`src/rtl/nn_pkg.sv`:
```
// Shared types and defaults for the neuron datapath blocks.
package nn_pkg;

    typedef enum logic [1:0] {
        FILL      = 2'd0,
        ISSUE     = 2'd1,
        WAIT_DONE = 2'd2
    } loader_state_t;

    localparam int DEFAULT_DATA_WIDTH = 32;

endpackage

```
`src/rtl/neuron_input_loader.sv`:
```
// Serial-to-parallel loader: assembles a framed sample stream into a vector,
// strobes the neuron once per vector and holds the vector until it is done.
//
// state     | meaning
// ----------+-----------------------------------------------------------
// FILL      | accepting samples into inputs[count]
// ISSUE     | vector complete, start strobe high for this one cycle
// WAIT_DONE | vector held stable until the neuron reports completion
module neuron_input_loader
    import nn_pkg::*;
#(
    parameter int DATA_WIDTH = DEFAULT_DATA_WIDTH,
    parameter int NUM_INPUTS = 16
) (
    input  logic                         clock,
    input  logic                         reset,
    input  logic                         in_valid,
    input  logic signed [DATA_WIDTH-1:0] in_data,
    input  logic                         in_last,
    output logic                         in_ready,
    output logic signed [DATA_WIDTH-1:0] inputs [NUM_INPUTS],
    output logic                         input_ready,
    input  logic                         neuron_done,
    output logic                         busy,
    output logic                         frame_error
);

    localparam int CW = $clog2(NUM_INPUTS);
    localparam logic [CW-1:0] LAST_SLOT = CW'(NUM_INPUTS - 1);

    loader_state_t state, next_state;
    logic [CW-1:0] count, next_count;
    logic          wr_en;
    logic          err;
    logic          accept;

    // in_ready is the only combinational output; reset gating keeps it low
    // for the whole reset interval rather than one cycle later.
    assign in_ready = reset && (state == FILL);
    assign accept   = in_valid && in_ready;

    always_comb begin
        next_state = state;
        next_count = count;
        wr_en      = 1'b0;
        err        = 1'b0;
        case (state)
            FILL: begin
                if (accept) begin
                    if (count == LAST_SLOT) begin
                        next_count = '0;
                        if (in_last) begin
                            wr_en      = 1'b1;
                            next_state = ISSUE;
                        end else begin
                            err = 1'b1;
                        end
                    end else if (in_last) begin
                        next_count = '0;
                        err        = 1'b1;
                    end else begin
                        wr_en      = 1'b1;
                        next_count = count + CW'(1);
                    end
                end
            end
            ISSUE: begin
                next_state = WAIT_DONE;
            end
            WAIT_DONE: begin
                if (neuron_done) begin
                    next_state = FILL;
                end
            end
            default: begin
                next_state = FILL;
                next_count = '0;
            end
        endcase
    end

    always_ff @(posedge clock) begin
        if (!reset) begin
            state       <= FILL;
            count       <= '0;
            input_ready <= 1'b0;
            busy        <= 1'b0;
            frame_error <= 1'b0;
            for (int i = 0; i < NUM_INPUTS; i++) begin
                inputs[i] <= '0;
            end
        end else begin
            state       <= next_state;
            count       <= next_count;
            input_ready <= (next_state == ISSUE);
            busy        <= (next_state == ISSUE) || (next_state == WAIT_DONE);
            frame_error <= err;
            if (wr_en) begin
                inputs[count] <= in_data;
            end
        end
    end

endmodule
```
`config.mk`:
```
export PLATFORM = sky130hd
export DESIGN_NAME = neuron_input_loader
export DESIGN_NICKNAME = d
export VERILOG_FILES = /design/src/rtl/nn_pkg.sv /design/src/rtl/neuron_input_loader.sv
export SDC_FILE = /design/constraint.sdc
export NUM_CORES = 1
export LEC_CHECK = 0
export CORE_AREA = 4 4 213 215
export CTS_BUF_LIST = sky130_fd_sc_hd__clkbuf_16
export DETAILED_ROUTE_END_ITERATION = 8
export DIE_AREA = 0 0 217 219
export GPL_TIMING_DRIVEN = 0
export PLACE_DENSITY = 0.79
export SYNTH_ARGS = -nofsm -noshare
export SYNTH_HDL_FRONTEND = slang
export SYNTH_SLANG_ARGS = --single-unit
```
`constraint.sdc`:
```
create_clock -name clock -period 3.05 [get_ports clock]
set_input_delay 0.61 -clock clock [delete_from_list [all_inputs] [get_ports clock]]
set_output_delay 0.61 -clock clock [all_outputs]
set_load 0.01 [all_outputs]
```
Yosys cells after proc, flatten, opt, wreduce, memory -nomap -nowiden
Cells that the tools add are included.
Storage, ports and cells
  flip-flop bits (word level): 521
  RAM bits: 0
  bits in latches: 0
  memories: 0
  memory bits (read-only): 0
Operators by class
  add/sub/neg operators: 1
  equality and inequality tests: 6
  div/mod/pow operators: 0
  $mul: 0
  mux-type cells: 18
  bitwise operators: 2
  reduce and logical (&&, ||, !) cells: 8
  order comparisons: 2
  shifts and indexed selects: 0
Operator list (count)
  $bwmux 512: 1
  $demux 32 s4: 1
  $mux 32: 1
  $mux 4: 3
  $mux 2: 4
  $pmux 4 s2: 1
  $mux 1: 6
  $pmux 2 s3: 1
  $ge 5x5->1 const B: 1
  $lt 5x1->1 const B: 1
  $not 4->5: 1
  $add 4x1->4 const B: 1
  $eq 2x1->1 const B: 2
  $eq 2x2->1 const B: 2
  $eq 4x4->1 const B: 1
  $logic_and 1x1->1: 3
  $reduce_and 3->1: 1
  $logic_not 2->1: 1
  $ne 2x2->1 const B: 1
  $reduce_and 2->1: 1
  $reduce_or 2->1: 1
  $logic_or 1x1->1: 1
  $not 1->1: 1

Longest topological paths before layout
Gate-level depths: netlist (run 1).
  depth in word-level cells: 7
  gate-level depth with buffers: 11
  depth with buffers taken out: 7

Least setup slack after synthesis (run 1)
OpenSTA, ideal clock, no wires.
  path kind: input to register
  start: input port in_last
  end: register busy
  required time: 2.985 ns
  buffers on the path: 4
  arrival: 2.210 ns
  path slack: 0.775 ns
  cell stages on the path: 8
  path through: clkbuf_1 buf_2 nand3_1 buf_2 buf_2 a2bb2oi_1 ha_1 nor2b_1
Between the ends
  longest elaborated chain between the ends: 6
RTL lines
  from (decl): RTL line neuron_input_loader.sv:19  | input logic in_last,
  $mux 2 *: RTL line neuron_input_loader.sv:52  | if (in_last) begin
  $mux 2 *: RTL line neuron_input_loader.sv:50  | if (count == LAST_SLOT) begin
  $mux 2 *: RTL line neuron_input_loader.sv:49  | if (accept) begin
  $pmux 2 s3 *: RTL line neuron_input_loader.sv:47  | case (state)
  $eq 2x1->1 / $eq 2x2->1 (equally long branches): RTL line neuron_input_loader.sv:96  | busy <= (next_state == ISSUE) || (next_state == WAIT_DONE);
  $logic_or 1x1->1 *: RTL line neuron_input_loader.sv:96
  to (signal assigned): RTL line neuron_input_loader.sv:96
  to (decl): RTL line neuron_input_loader.sv:24  | output logic busy,
Every way passes the cells marked *; elsewhere a longest branch is shown, timed or not.
A chain may end at the register's enable or synchronous reset.

Worst setup path in the final report (run 1)
  start: input port reset
  end: output port in_ready
Between the ends
  longest elaborated chain between the ends: 1
RTL lines
  from (decl): RTL line neuron_input_loader.sv:16  | input logic reset,
  $logic_and 1x1->1: RTL line neuron_input_loader.sv:39  | assign in_ready = reset && (state == FILL);
  to (decl): RTL line neuron_input_loader.sv:20  | output logic in_ready,
Every way passes these cells.

==> summary.md, run 1 <==
The run finished with clean final reports. At the end of routability-driven placement, the weighted congestion stood at 0.9075. The mux cell area share after synthesis was 0.2363. For the cell area after technology mapping, the log shows 19020 sq um. Clock tree synthesis selected as its root buffer the cell sky130_fd_sc_hd__clkbuf_16.

At the worst endpoint, the arrival time is 2.35 ns. The area fraction in and, or, nand and nor cells after synthesis came out at 0.1197. Post-synthesis xor/xnor area fraction: 0.0009210. The repair_antennas step left the layout with diodes totalling 0.

After floorplanning, the core was divided into 77 placement rows. Counting the fill cells in the layout gives 3606. The worst setup path is of the input pin to output pin kind. The effective utilization at floorplan was 0.4348. The count of placed standard cells in the final layout, fillers left out came out at 3057.

The transition time at the pin with the least slew margin was 1.140 ns; the wire length of the first global-routing pass was 101800 um. Leaving out fill and tap cells, the most frequent cell in the layout is sky130_fd_sc_hd__clkdlybuf4s50_1. TritonCTS built the clock tree.

The logs give 2 for the H-tree depth and 0 for the number of synthesis warnings. Tracing the worst setup path back leads to its startpoint at reset. The total count of max-transition violations in the final report was 0.

The synthesized instance count came out at 1819. The share of the synthesized area in the top cell type is 0.5484, and the clock insertion delay at the later pin of the skew report is 0.59 ns. Post-place setup slack: -0.3928 ns. The routed layout has 16110 vias. The die is 219 um tall. The global routing stage identified its most utilized layer as met2. Power comes to 13.71 mW. The worst setup path is launched from an input pin. The maximum buffer depth of the clock tree is 3, and the routed length per instance is 22.84 um.

Setup repair after global routing left no endpoint under its margin. In this run, synthesis inferred 0 flip-flops with an integrated enable. The fraction of the mapped netlist area in adder cells works out to 0.005921.

The detailed-routing iteration count for the pre-antenna-repair pass was 5; the path depth of the worst reg2reg path was 11. The run gives 16070 as the number of global-route vias before repair. The logs give 0 for the buffer count from post-CTS setup fixing and 0.06217 for the met3 capacity usage during global routing. The global routing met2 resource utilization was 0.4641; the clock transition at the registers of the reported paths was 0.06 ns. The switching fraction of total power is 0.2303, and the largest voltage drop on the vdd net is 0.4297 mV. Placeable core region: 43740 sq um. Fraction of the yosys area taken by sequential cells: 0.5484. The worst setup path is captured at an output pin. In this run the worst hold path is classified as register to register. Leading area contributor after synthesis: sky130_fd_sc_hd__dfxtp_1. The overall overflow remaining after global route came out at 0.

The run gives 1 as the initial antenna violation count. After synthesis, the largest family of logic cells by area is multiplexers. The placed cell count is 2961. The logs give 0 for the number of setup violations in the final report and 15 for the largest net degree at the start of global routing. The final standard cell utilization of the core came out at 0.6155. By area the synthesized netlist is led by sky130_fd_sc_hd__dfxtp_1 55%, sky130_fd_sc_hd__mux2i_1 24%, sky130_fd_sc_hd__nand2_1 9.5%. The internal power of the cells totals 10.55 mW. For this design the static power due to leakage is 10.52 nW.

The run gives 0.457 as the portion of total power attributed to the clock network. From synthesis to final layout, the design area changed by 41.56%. The logs give 1171 for the starting DRC count in detailed routing and 0 for the residual DRC count. The data required time of the worst path was 2.44 ns. The tools report the end of the worst register-to-register path as busy. The post-synthesis async set-or-reset flop share is 0, and the area of all placed cells without fillers is 26920 sq um.

The tools report the overall global routing resource usage as 0.2795. In this run the worst path has a maximum fanout of 10. The detail route stage leaves a number of antenna-violating nets equal to 0. The synthesized-area fraction occupied by ao, oa, aoi and oai cells is 0.04651.

The run gives 1865 as the total nets after synthesis. For the boundary pin count, the log shows 553. The timing-limited maximum frequency was 337.8 MHz; the time the final worst path needs with I/O delays and setup was 2.960 ns. In this run the worst setup path terminates at in_ready. The cell area after placement was 25270 sq um. Setup slack closes at 0.08985 ns.

The number of clock buffers added by TritonCTS is 52. Summed over all nets, the half-perimeter wirelength after detailed placement is 52290 um. The synthesized area per cell was 10.46 sq um; the relative slew slack was 0.2359.

The number of buffers inserted by port buffering came out at 550. The clock tree skew after final layout is 0.01808 ns. The worst flop-to-flop path startpoint was state[1].

The die is 217 um wide. The area of the die came out at 47520 sq um. After detailed routing, the total wire length is 69830 um. Relative contribution of combinational cells to total power: 0.044. The run gives 0.3535 as the met1 track demand over resource. The logs give 0 for the count of maximum capacitance violations and 3.157 mW for the net switching power of the design.

The count of final hold-check violations was 0. The share of the cycle needed by the critical path after routing was 0.9705; the total clock sinks was 521. The netlist uses 45 different library cells. In the layout the commonest cells are 550 x sky130_fd_sc_hd__clkdlybuf4s50_1, 521 x sky130_fd_sc_hd__dfxtp_1, 483 x sky130_fd_sc_hd__nand2_1, 449 x sky130_fd_sc_hd__mux2i_1, 105 x sky130_fd_sc_hd__clkbuf_1. The detail-routed via count per cell is 5.269, and the setup slack on the worst flop-to-flop path is 0.20 ns. The share of cells above drive strength 1 is 0.06288. In the synthesized netlist the dominant register cell turns out to be sky130_fd_sc_hd__dfxtp_1. Power spread over the standard cell area amounts to 509.1 nW/um^2.

The register bit total from synthesis works out to 521. The final net count is 2469. Sequential group share of total power: 0.499.
-- sequential cells by signal, summed over array words and instances (netlist names) --
signal,count
frame_error,1
inputs,512
busy,1
state,2
input_ready,1
count,4
-- cell type report --
class                      instances  area (sq um)  area share
inverter                           6         22.52   0.0008365
clock inverter                    43         329.1     0.01222
tap                              592         740.7     0.02751
multi-input combinational       1126          7785      0.2892
clock buffer                      53          1326     0.04926
buffer                           166         784.5     0.02914
timing repair buffer             550          5505      0.2045
sequential                       521         10430      0.3874
-- worst max-delay path, cell delays in order --
cell and delay (ns):
sky130_fd_sc_hd__buf_2 0.26, sky130_fd_sc_hd__clkbuf_2 0.33, sky130_fd_sc_hd__clkbuf_2 0.34, sky130_fd_sc_hd__and2_1 0.19, sky130_fd_sc_hd__clkdlybuf4s50_1 0.61
-- worst min path at each step --
stage / depth (start not counted) / end / startpoint / slack [ns]
3_5_place_dp: 2 / inputs[309] / inputs[309] / 0.45
6_report: 2 / inputs[275] / inputs[275] / 0.46
2_1_floorplan: 2 / inputs[128] / inputs[128] / 0.48
4_1_cts: 2 / inputs[275] / inputs[275] / 0.46
5_1_grt: 2 / inputs[350] / inputs[350] / 0.47
3_3_place_gp: 2 / inputs[263] / inputs[263] / 0.44
-- power by group through the flow --
stage          combinational (mW)  clock [mW]  sequential [mW]
2_1_floorplan               0.275           0             7.00
3_3_place_gp                0.584           0             6.99
3_5_place_dp                0.593           0             6.99
4_1_cts                     0.596        6.34             6.84
5_1_grt                     0.633        6.60             6.84
6_report                    0.602        6.26             6.84
-- metal layers --
metal	vias up	share of wire
li1	7352	-
met1	7880	0.41
met2	712	0.47
met3	161	0.074
met4	2	0.045
met5	-	0.00019
-- metrics by stage --
stage	hold slack, ns	TNS (ns)
2_1_floorplan	0.4790	0
3_3_place_gp	0.4421	-8.504
3_5_place_dp	0.4465	-11.29
4_1_cts	0.4565	0
5_1_grt	0.4717	0
6_report	0.4578	0
-- cell usage after synthesis (2+ instances only) --
master                     instances
sky130_fd_sc_hd__clkbuf_2          3
sky130_fd_sc_hd__nand2_1         483
sky130_fd_sc_hd__buf_2            34
sky130_fd_sc_hd__buf_1             6
sky130_fd_sc_hd__o21ai_1           8
sky130_fd_sc_hd__buf_6             4
sky130_fd_sc_hd__nand4_2           3
sky130_fd_sc_hd__nand2b_1          3
sky130_fd_sc_hd__xnor2_1           2
sky130_fd_sc_hd__mux2i_1         449
sky130_fd_sc_hd__nor3_2            2
sky130_fd_sc_hd__clkbuf_1        107
sky130_fd_sc_hd__or4b_4            3
sky130_fd_sc_hd__and2_1            2
sky130_fd_sc_hd__or3b_2            2
sky130_fd_sc_hd__nand3_1           5
sky130_fd_sc_hd__nor2b_1           2
sky130_fd_sc_hd__nor4b_4           6
sky130_fd_sc_hd__o211ai_1         65
sky130_fd_sc_hd__inv_1             6
sky130_fd_sc_hd__ha_1              9
sky130_fd_sc_hd__o21ai_0          58
sky130_fd_sc_hd__nand4b_4          2
sky130_fd_sc_hd__a21oi_1           3
sky130_fd_sc_hd__buf_12            3
sky130_fd_sc_hd__dfxtp_1         521
sky130_fd_sc_hd__buf_4             9
sky130_fd_sc_hd__nor2_1            2
-- cell families after synthesis --
family	after synthesis
AOI/OAI and AO/OA	140
xor gates and xnor gates	2
adders and majority gates	9
buffers and inverters	172
DFF	521
muxes	449
and+or+nand+nor	526
-- timing repair --
item / 4_1_cts / 5_1_grt
gates resized for setup: 2 / 0
setup endpoints to repair: 1 / 0
hold buffers: 0 / 0
(Power assumes the default switching activity.)
==> run 2, diff against run 1 <==
--- a/config.mk
+++ b/config.mk
@@ -11,5 +11,5 @@
 export DIE_AREA = 0 0 217 219
 export GPL_TIMING_DRIVEN = 0
-export PLACE_DENSITY = 0.79
+export PLACE_DENSITY_LB_ADDON = 0.25
 export SYNTH_ARGS = -nofsm -noshare
 export SYNTH_HDL_FRONTEND = slang
==> constraint.sdc (replaced) <==
create_clock -name clock -period 3.05 [get_ports clock]
set_input_delay 0.61 -clock clock [delete_from_list [all_inputs] [get_ports clock]]
set_output_delay 0.61 -clock clock [all_outputs]
set_load 0.005 [all_outputs]
==> run 2 against run 1 <==
- the run now ends with DRC left
- register-to-register slack improved by 0.11 ns
- utilization about the same
- non-clock buffer count decreased by 2
- combinational power decreased by 3.7%
- flip-flop and latch count unchanged
- critical path depth unchanged
- worst hold slack got worse by 0.0022 ns
- clock skew decreased by 0.0030 ns
- critical path type is now register to output pin
- largest power group unchanged
==> summary.md, run 2 (synthesized netlist as in run 1, its figures left out) <==
The relative contribution of combinational cells to total power is 0.043 (was 0.044), and the post-place setup slack is -0.5069 ns (was -0.3928 ns). The clock tree skew after final layout is 0.01509 ns (was 0.01808 ns), and the maximum buffer depth of the clock tree is 3 (unchanged). The tools report the arrival time at the worst endpoint as 2.33 ns (was 2.35 ns). The buffer count from post-CTS setup fixing came out at 0 (unchanged). The time the final worst path needs with I/O delays and setup came out at 2.937 ns (was 2.960 ns).

The run gives 2468 (was 2469) as the final net count. The run finished, with violations left. The total number of vias came out at 15800 (was 16110).

The run gives 0.1130 ns (was 0.08985 ns) as the post-layout worst setup margin. The area of the die came out at 47520 sq um (unchanged). The critical-path maximum fanout was 10 (unchanged); the clock insertion delay at the later pin of the skew report was 0.59 ns (about the same). The logs give 0.2777 (was 0.2795) for the overall global routing resource usage and 0.3163 (was 0.2359) for the relative slew slack. The placed cell count is 2961 (unchanged), and the switching fraction of total power is 0.2306 (was 0.2303). The die span in y was 219 um (unchanged). The tools report the critical path capture point type as an output pin (unchanged). The count of final hold-check violations came out at 0 (unchanged). The detail-routed via count per cell was 5.168 (was 5.269).

The run gives 0 (was 2) as the post-cts resize count. The final antenna-violating net count is 0 (unchanged). For the net switching power of the design, the log shows 3.140 mW (was 3.157 mW). The type of the setup path with the least slack was register to output pin (was input pin to output pin). The share of cells above drive strength 1 works out to 0.05966 (was 0.06288). For the number of clock buffers inserted by TritonCTS, the log shows 53 (was 52). The initial antenna violation count is 4 (was 1), and the placeable core region is 43740 sq um (unchanged). The startpoint type of the worst setup path is a register (was an input pin).

The number of inserted filler cells in the final layout was 3763 (was 3606); the count of standard-cell rows was 77 (unchanged). The tools report the final estimated routing congestion in global placement as 0.8856 (was 0.9075). For the effective utilization at floorplan, the log shows 0.4348 (unchanged). The power density over the cells works out to 506.2 nW/um^2 (was 509.1 nW/um^2). The routed length per instance is 22.51 um (was 22.84 um), and the transition time at the pin with the least slew margin is 1.026 ns (was 1.140 ns). The starting DRC count in detailed routing came out at 1085 (was 1171). The area of all placed cells without fillers is 26900 sq um (was 26920 sq um). The count of placed standard cells in the final layout, fillers left out was 3057 (unchanged); the share of the cycle needed by the critical path after routing was 0.9629 (was 0.9705). For the total count of max-transition violations in the final report, the log shows 0 (unchanged). The most flop-heavy register is inputs (unchanged). The instance count along the most critical hold path was 2 (unchanged).

Most used cells in the layout excluding fill and tap cells: 550 x sky130_fd_sc_hd__clkdlybuf4s50_1, 521 x sky130_fd_sc_hd__dfxtp_1, 483 x sky130_fd_sc_hd__nand2_1, 449 x sky130_fd_sc_hd__mux2i_1, 105 x sky130_fd_sc_hd__clkbuf_1 (unchanged). The residual DRC count was 2 (was 0); the number of global-route vias before repair was 15990 (was 16070). The path depth of the worst reg2reg path came out at 11 (unchanged). The tools report the length of routed met2 wiring as 31590 um (was 32530 um). The internal power summed over all cells is 10.48 mW (was 10.55 mW), and the met3 routed wirelength is 5131 um (was 5199 um). For the data required time of the worst path, the log shows 2.44 ns (about the same).

Clock transition at the registers of the reported paths: 0.06 ns (about the same). The highest metal layer with signal wires is met5 (unchanged). The largest voltage drop on the vdd net was 0.3870 mV (was 0.4297 mV). The tools report the clock tree root driver cell as sky130_fd_sc_hd__clkbuf_16 (unchanged). The estimated wirelength of the detail-placed design was 52190 um (was 52290 um); the number of buffers inserted by port buffering was 550 (unchanged).

The final wirelength is 68820 um (was 69830 um), and the boundary pin count is 553 (unchanged). The wire length of the first global-routing pass is 101200 um (was 101800 um), and the overall overflow remaining after global route is 0 (unchanged). The logs give 10.52 nW (about the same) for the leakage power figure and 7785 sq um (unchanged) for the multi-input gate area in the final layout. The tools report the sequential group share of total power as 0.503 (was 0.499). Setup repair after global routing left no endpoint under its margin.

The H-tree depth was 2 (unchanged); the detailed-routing iteration count for the pre-antenna-repair pass was 7 (was 5). The run gives 10430 sq um (unchanged) as the total area of sequential cells. The final reports fail on DRC. The width of the die was 217 um (unchanged); the total clock sinks was 521 (unchanged). The met1 routed wirelength after detailed routing was 28660 um (was 28920 um); the number of setup violations in the final report was 0 (unchanged).

The number of flip-flops under the largest register name was 512 (unchanged); the hold buffer count at cts was 0 (unchanged). TritonCTS built the clock tree. The count of maximum capacitance violations is 0 (unchanged). The worst min-delay path class is register to register (unchanged). The layout-stage area growth over the synthesis result was 41.44% (was 41.56%). For the portion of total power attributed to the clock network, the log shows 0.455 (was 0.457).

Largest registers: inputs: 512 flops, count: 4 flops, state: 2 flops (unchanged). The tools report the largest net degree at the start of global routing as 27 (was 15). Leading cell type in the layout, fill and taps excluded: sky130_fd_sc_hd__clkdlybuf4s50_1 (unchanged). The cell area after placement was 25270 sq um (unchanged); the timing-limited maximum frequency was 340.5 MHz (was 337.8 MHz).
-- run 2: cell types whose count changed in the layout (fill, tap and decap cells not counted) --
cell                        before  now
sky130_fd_sc_hd__clkinv_4        0    1
sky130_fd_sc_hd__inv_6           2    1
sky130_fd_sc_hd__clkbuf_2        5    3
sky130_fd_sc_hd__inv_1          16   22
sky130_fd_sc_hd__clkbuf_16      53   55
sky130_fd_sc_hd__diode_2         0    1
sky130_fd_sc_hd__clkinv_2       15    9
sky130_fd_sc_hd__clkinv_1        9   10
sky130_fd_sc_hd__bufinv_16       5    3
-- run 2: through the flow --
stage	utilization	power [mW]	setup TNS (ns)	hold slack (ns)
final	0.6151	13.62	0	0.4556
after detailed placement	0.5776	7.573	-6.663	0.4457
after global placement	0.5776	7.562	-3.794	0.4417
after CTS	0.6150	13.71	0	0.4563
after floorplan	-	7.267	0	0.4511
after global routing	0.6150	14.04	0	0.4690
-- run 2: layout make-up --
| class | count | area share |
|---|---|---|
| flip-flops and latches | 521 | 0.3877 |
| multi-input cells | 1126 | 0.2894 |
| repair buffers | 550 | 0.2046 |
| clock buffers | 55 | 0.05116 |
| plain buffers | 164 | 0.02879 |
| well taps | 592 | 0.02753 |
| clock inverters | 42 | 0.009860 |
| inverters | 6 | 0.0008372 |
| diodes | 1 | 0.00009302 |
-- run 2: routing by layer --
layer	track usage	vias up
li1	-	7351
met1	0.3471	7699
met2	0.4501	578
met3	0.07602	163
met4	0.1261	8
met5	0	-
-- run 2: worst max-delay path: stages (launching register included) --
cell and delay [ns]:
sky130_fd_sc_hd__dfxtp_1 0.35, sky130_fd_sc_hd__inv_1 0.11, sky130_fd_sc_hd__ha_1 0.29, sky130_fd_sc_hd__buf_4 0.21, sky130_fd_sc_hd__and2_1 0.17, sky130_fd_sc_hd__clkdlybuf4s50_1 0.62
-- run 2: power groups by stage --
stage | clock (mW) | combinational, mW | sequential, mW
2_1_floorplan | 0 | 0.275 | 6.99
3_3_place_gp | 0 | 0.570 | 6.99
3_5_place_dp | 0 | 0.579 | 6.99
4_1_cts | 6.29 | 0.579 | 6.84
5_1_grt | 6.58 | 0.617 | 6.84
6_report | 6.19 | 0.580 | 6.84
-- run 2: worst paths after layout --
| check | startpoint | endpoint | slack, ns |
|---|---|---|---|
| worst max-delay path | state[1] | in_ready | 0.11 |
| worst min-delay path | inputs[300] | inputs[300] | 0.46 |
| worst max register to register | state[1] | busy | 0.31 |
| worst min register to register | inputs[300] | inputs[300] | 0.46 |
==> run 3, diff against run 2 <==
Settings changed: ABC_AREA set to 1, CORE_AREA 4 4 213 215 to unset, CORE_ASPECT_RATIO set to 1.75, CORE_MARGIN set to 4, CORE_UTILIZATION set to 50, DIE_AREA 0 0 217 219 to unset.
==> run 3 against run 2 <==
- the run now ends clean
- die area grew 12%
- cell count up 70%
- combinational power up 97%
- worst setup slack worse by 0.0067 ns
- maximum frequency fell by 0.23%
- utilization increased by 5.1 points
- via count rose by 65%
- sequential power about the same
- clock power down 5.5%
- non-clock buffer count grew 132
- power up 1.7%
==> summary.md, run 3 <==
The number of synthesized flops with an enable pin was 0 (unchanged); the largest voltage drop on the vdd net was 0.4395 mV (was 0.3870 mV). For the estimated wirelength of the detail-placed design, the log shows 72370 um (was 52190 um). The register bit total from synthesis came out at 521 (unchanged). The critical path capture point type was a register (was an output pin).

The synthesized instance count was 3901 (was 1819); the boundary pin count was 553 (unchanged). The largest net degree at the start of global routing was 16 (was 27). The total nets after synthesis was 3947 (was 1865); the effective utilization at floorplan was 0.5058 (was 0.4348). The post-place setup slack was -0.1027 ns (was -0.5069 ns); the final wirelength was 98670 um (was 68820 um). The leading cell type in the layout, fill and taps excluded was sky130_fd_sc_hd__inv_1 (was sky130_fd_sc_hd__clkdlybuf4s50_1).

The run finished with clean final reports. For the final hold slack, the log shows 0.5065 ns (was 0.4556 ns). Startpoint type of the worst setup path: a register (unchanged). The area of the die is 53060 sq um (was 47520 sq um), and the share of cells above drive strength 1 is 0.03506 (was 0.05966). The arrival time at the worst endpoint was 3.42 ns (was 2.33 ns). Final net count: 4548 (was 2468). The number of synthesis warnings came out at 0 (unchanged). The number of inserted filler cells in the final layout was 4457 (was 3763). The multi-input gate area in the final layout was 9181 sq um (was 7785 sq um).

Largest registers: inputs: 512 flops, count: 4 flops, state: 2 flops (unchanged). For the final estimated routing congestion in global placement, the log shows 0.9405 (was 0.8856). The logs give 8 (was 7) for the detailed-routing iteration count for the pre-antenna-repair pass and 0 ns (unchanged) for the post-route setup TNS. Critical-path cell list: inv_1, ha_1, nand3_1, inv_2, buf_2, buf_2, buf_2, nand4_1, nand2_1, nor2_1 (was inv_1, ha_1, buf_4, and2_1, clkdlybuf4s50_1).

Commonest cells in the synthesized netlist: 1013 x sky130_fd_sc_hd__inv_1, 982 x sky130_fd_sc_hd__nand2_1, 521 x sky130_fd_sc_hd__dfxtp_1, 503 x sky130_fd_sc_hd__nor2_1, 482 x sky130_fd_sc_hd__nand4_1 (was 521 x sky130_fd_sc_hd__dfxtp_1, 483 x sky130_fd_sc_hd__nand2_1, 449 x sky130_fd_sc_hd__mux2i_1, 107 x sky130_fd_sc_hd__clkbuf_1, 65 x sky130_fd_sc_hd__o211ai_1). The maximum cell stage delay along the critical path works out to 0.43 ns (was 0.62 ns). Leading area contributor after synthesis: sky130_fd_sc_hd__dfxtp_1 (unchanged). The share of the cycle needed by the critical path after routing is 0.9651 (was 0.9629). The run gives 0.4231 (was 0.5484) as the fraction of the yosys area taken by sequential cells. The type of the setup path with the least slack is register to register (was register to output pin). The number of global-route vias before repair was 24490 (was 15990). The power density over the cells works out to 426.8 nW/um^2 (was 506.2 nW/um^2). The leakage power figure is 14.78 nW (was 10.52 nW). Setup repair after global routing left no endpoint under its margin. The total clock sinks is 521 (unchanged), and the detail-routed via count per cell is 5.028 (was 5.168). The synthesized area per cell is 6.319 sq um (was 10.46 sq um). The cell area after technology mapping is 24650 sq um (was 19020 sq um), and the layout-stage area growth over the synthesis result is 31.60% (was 41.44%). The buffer count from post-CTS setup fixing was 0 (unchanged); the clock transition at the registers of the reported paths was 0.07 ns (was 0.06 ns). The run gives 0 (unchanged) as the count of final hold-check violations. The post-layout worst setup margin is 0.1063 ns (was 0.1130 ns). Final antenna-violating net count: 0 (unchanged). TritonCTS built the clock tree.

The run gives 30980 sq um (was 25270 sq um) as the cell area after placement. The initial antenna violation count is 1 (was 4), and the clock insertion delay at the later pin of the skew report is 0.58 ns (was 0.59 ns). The logs give 3 (unchanged) for the maximum buffer depth of the clock tree and 0 (unchanged) for the number of setup violations in the final report.

The tools report the count of placed standard cells in the final layout, fillers left out as 5190 (was 3057). The total design power is 13.84 mW (was 13.62 mW), and the overall global routing resource usage is 0.3550 (was 0.2777). The count of standard-cell rows was 107 (was 77); the wire length of the first global-routing pass was 143400 um (was 101200 um). The residual DRC count was 0 (was 2). The critical-path maximum fanout was 10 (unchanged).

Hold buffer count at cts: 0 (unchanged). The cell seen most often among critical-path stages was sky130_fd_sc_hd__buf_2. The overall overflow remaining after global route was 0 (unchanged); the placed cell count was 5106 (was 2961).

The tools report the relative slew slack as 0.01970 (was 0.3163). The total number of vias is 26100 (was 15800). Count of maximum capacitance violations: 0 (unchanged).

Most used cells in the layout excluding fill and tap cells: 1022 x sky130_fd_sc_hd__inv_1, 982 x sky130_fd_sc_hd__nand2_1, 551 x sky130_fd_sc_hd__clkdlybuf4s50_1, 521 x sky130_fd_sc_hd__dfxtp_1, 503 x sky130_fd_sc_hd__nor2_1 (was 550 x sky130_fd_sc_hd__clkdlybuf4s50_1, 521 x sky130_fd_sc_hd__dfxtp_1, 483 x sky130_fd_sc_hd__nand2_1, 449 x sky130_fd_sc_hd__mux2i_1, 105 x sky130_fd_sc_hd__clkbuf_1). The tools report the post-cts resize count as 1 (was 0). Area contributors post-synth: sky130_fd_sc_hd__dfxtp_1 42%, sky130_fd_sc_hd__inv_1 15%, sky130_fd_sc_hd__nand2_1 15% (was sky130_fd_sc_hd__dfxtp_1 55%, sky130_fd_sc_hd__mux2i_1 24%, sky130_fd_sc_hd__nand2_1 9.5%). For the number of clock buffers inserted by TritonCTS, the log shows 48 (was 53). The run gives 339.7 MHz (was 340.5 MHz) as the timing-limited maximum frequency. The post-synthesis async set-or-reset flop share is 0 (unchanged), and the starting DRC count in detailed routing is 2263 (was 1085).

The buffering stage count on the worst path with inverters included works out to 5 (was 3). Time the final worst path needs with I/O delays and setup: 2.944 ns (was 2.937 ns). The transition time at the pin with the least slew margin came out at 1.470 ns (was 1.026 ns). The placeable core region is 48730 sq um (was 43740 sq um), and the width of the die is 175.8 um (was 217 um). The routed length per instance works out to 19.01 um (was 22.51 um). Critical path's slowest cell: sky130_fd_sc_hd__buf_2 (was sky130_fd_sc_hd__clkdlybuf4s50_1). Number of buffers inserted by port buffering: 551 (was 550). Most flop-heavy register: inputs (unchanged).

The total count of max-transition violations in the final report was 0 (unchanged). Total area of sequential cells: 10430 sq um (unchanged). The top flip-flop cell by instance count after synthesis was sky130_fd_sc_hd__dfxtp_1 (unchanged). The family of cells with the greatest summed delay on the critical path was buffers and inverters (unchanged). The count of unique library cells instantiated by Yosys is 16 (was 45). The clock tree skew after final layout was 0.01720 ns (was 0.01509 ns); the H-tree depth was 2 (unchanged).

The share of the synthesized area in the top cell type is 0.4231 (was 0.5484). The final standard cell utilization of the core was 0.6657 (was 0.6151). The die span in y is 301.7 um (was 219 um), and the data required time of the worst path is 3.53 ns (was 2.44 ns). The cell with the most instances after synthesis is sky130_fd_sc_hd__inv_1 (was sky130_fd_sc_hd__dfxtp_1). The number of flip-flops under the largest register name came out at 512 (unchanged). The worst min-delay path class was register to register (unchanged). The area of all placed cells without fillers was 32440 sq um (was 26900 sq um). Clock tree root driver cell: sky130_fd_sc_hd__clkbuf_16 (unchanged).
run 3: changes by cell type after synthesis, moves of 34 or more:
cell                       delta
sky130_fd_sc_hd__mux2i_1    -449
sky130_fd_sc_hd__a21oi_1     +34
sky130_fd_sc_hd__nor2_1     +501
sky130_fd_sc_hd__buf_1       +35
sky130_fd_sc_hd__clkbuf_1    +53
sky130_fd_sc_hd__o211ai_1    -65
sky130_fd_sc_hd__buf_2       +57
sky130_fd_sc_hd__nand4_1    +481
sky130_fd_sc_hd__inv_1     +1007
sky130_fd_sc_hd__nand2_1    +499
run 3: cell type report:
type	count	share of cell area
Timing Repair Buffer	551	0.1700
Sequential cell	521	0.3215
Tap cell	654	0.02522
Antenna cell	1	0.00007714
Buffer	295	0.03803
Clock buffer	49	0.03780
Inverter	1014	0.1173
Clock inverter	34	0.006981
Multi-Input combinational cell	2071	0.2830
run 3: power by group:
| group | internal, mW | switching (mW) | total [mW] |
|---|---|---|---|
| clock | 3.15 | 2.70 | 5.85 |
| sequential | 6.83 | 0.0178 | 6.85 |
| combinational | 0.284 | 0.858 | 1.14 |
run 3: kinds of logic after synthesis:
kind of cell,Yosys count,share of synthesized area
flip-flops,521,0.4231
buffers and inverters,1309,0.2044
adder cells (fa/ha/maj),9,0.004568
AO/OA/AOI/OAI,72,0.01472
AND/OR/NAND/NOR,1990,0.3532
run 3: final timing paths:
check / start / end / slack (ns) / cells after the start
max: state[1] / inputs[153] / 0.11 / 10
min: inputs[94] / inputs[94] / 0.51 / 4
max reg2reg: state[1] / inputs[153] / 0.11 / 10
min reg2reg: inputs[94] / inputs[94] / 0.51 / 4
run 3: per-layer routing:
layer	wire length, um	vias up	GRT usage
met5	0	-	0
met4	9801	0	0.2886
met3	8665	403	0.08540
met2	47110	1292	0.6181
met1	33090	11630	0.3577
li1	-	12770	-
run 3: worst reg2reg max path: stages (launching register included):
cell,delay [ns]
sky130_fd_sc_hd__dfxtp_1,0.35
sky130_fd_sc_hd__inv_1,0.09
sky130_fd_sc_hd__ha_1,0.34
sky130_fd_sc_hd__nand3_1,0.32
sky130_fd_sc_hd__inv_2,0.29
sky130_fd_sc_hd__buf_2,0.43
sky130_fd_sc_hd__buf_2,0.36
sky130_fd_sc_hd__buf_2,0.36
sky130_fd_sc_hd__nand4_1,0.14
sky130_fd_sc_hd__nand2_1,0.12
sky130_fd_sc_hd__nor2_1,0.04
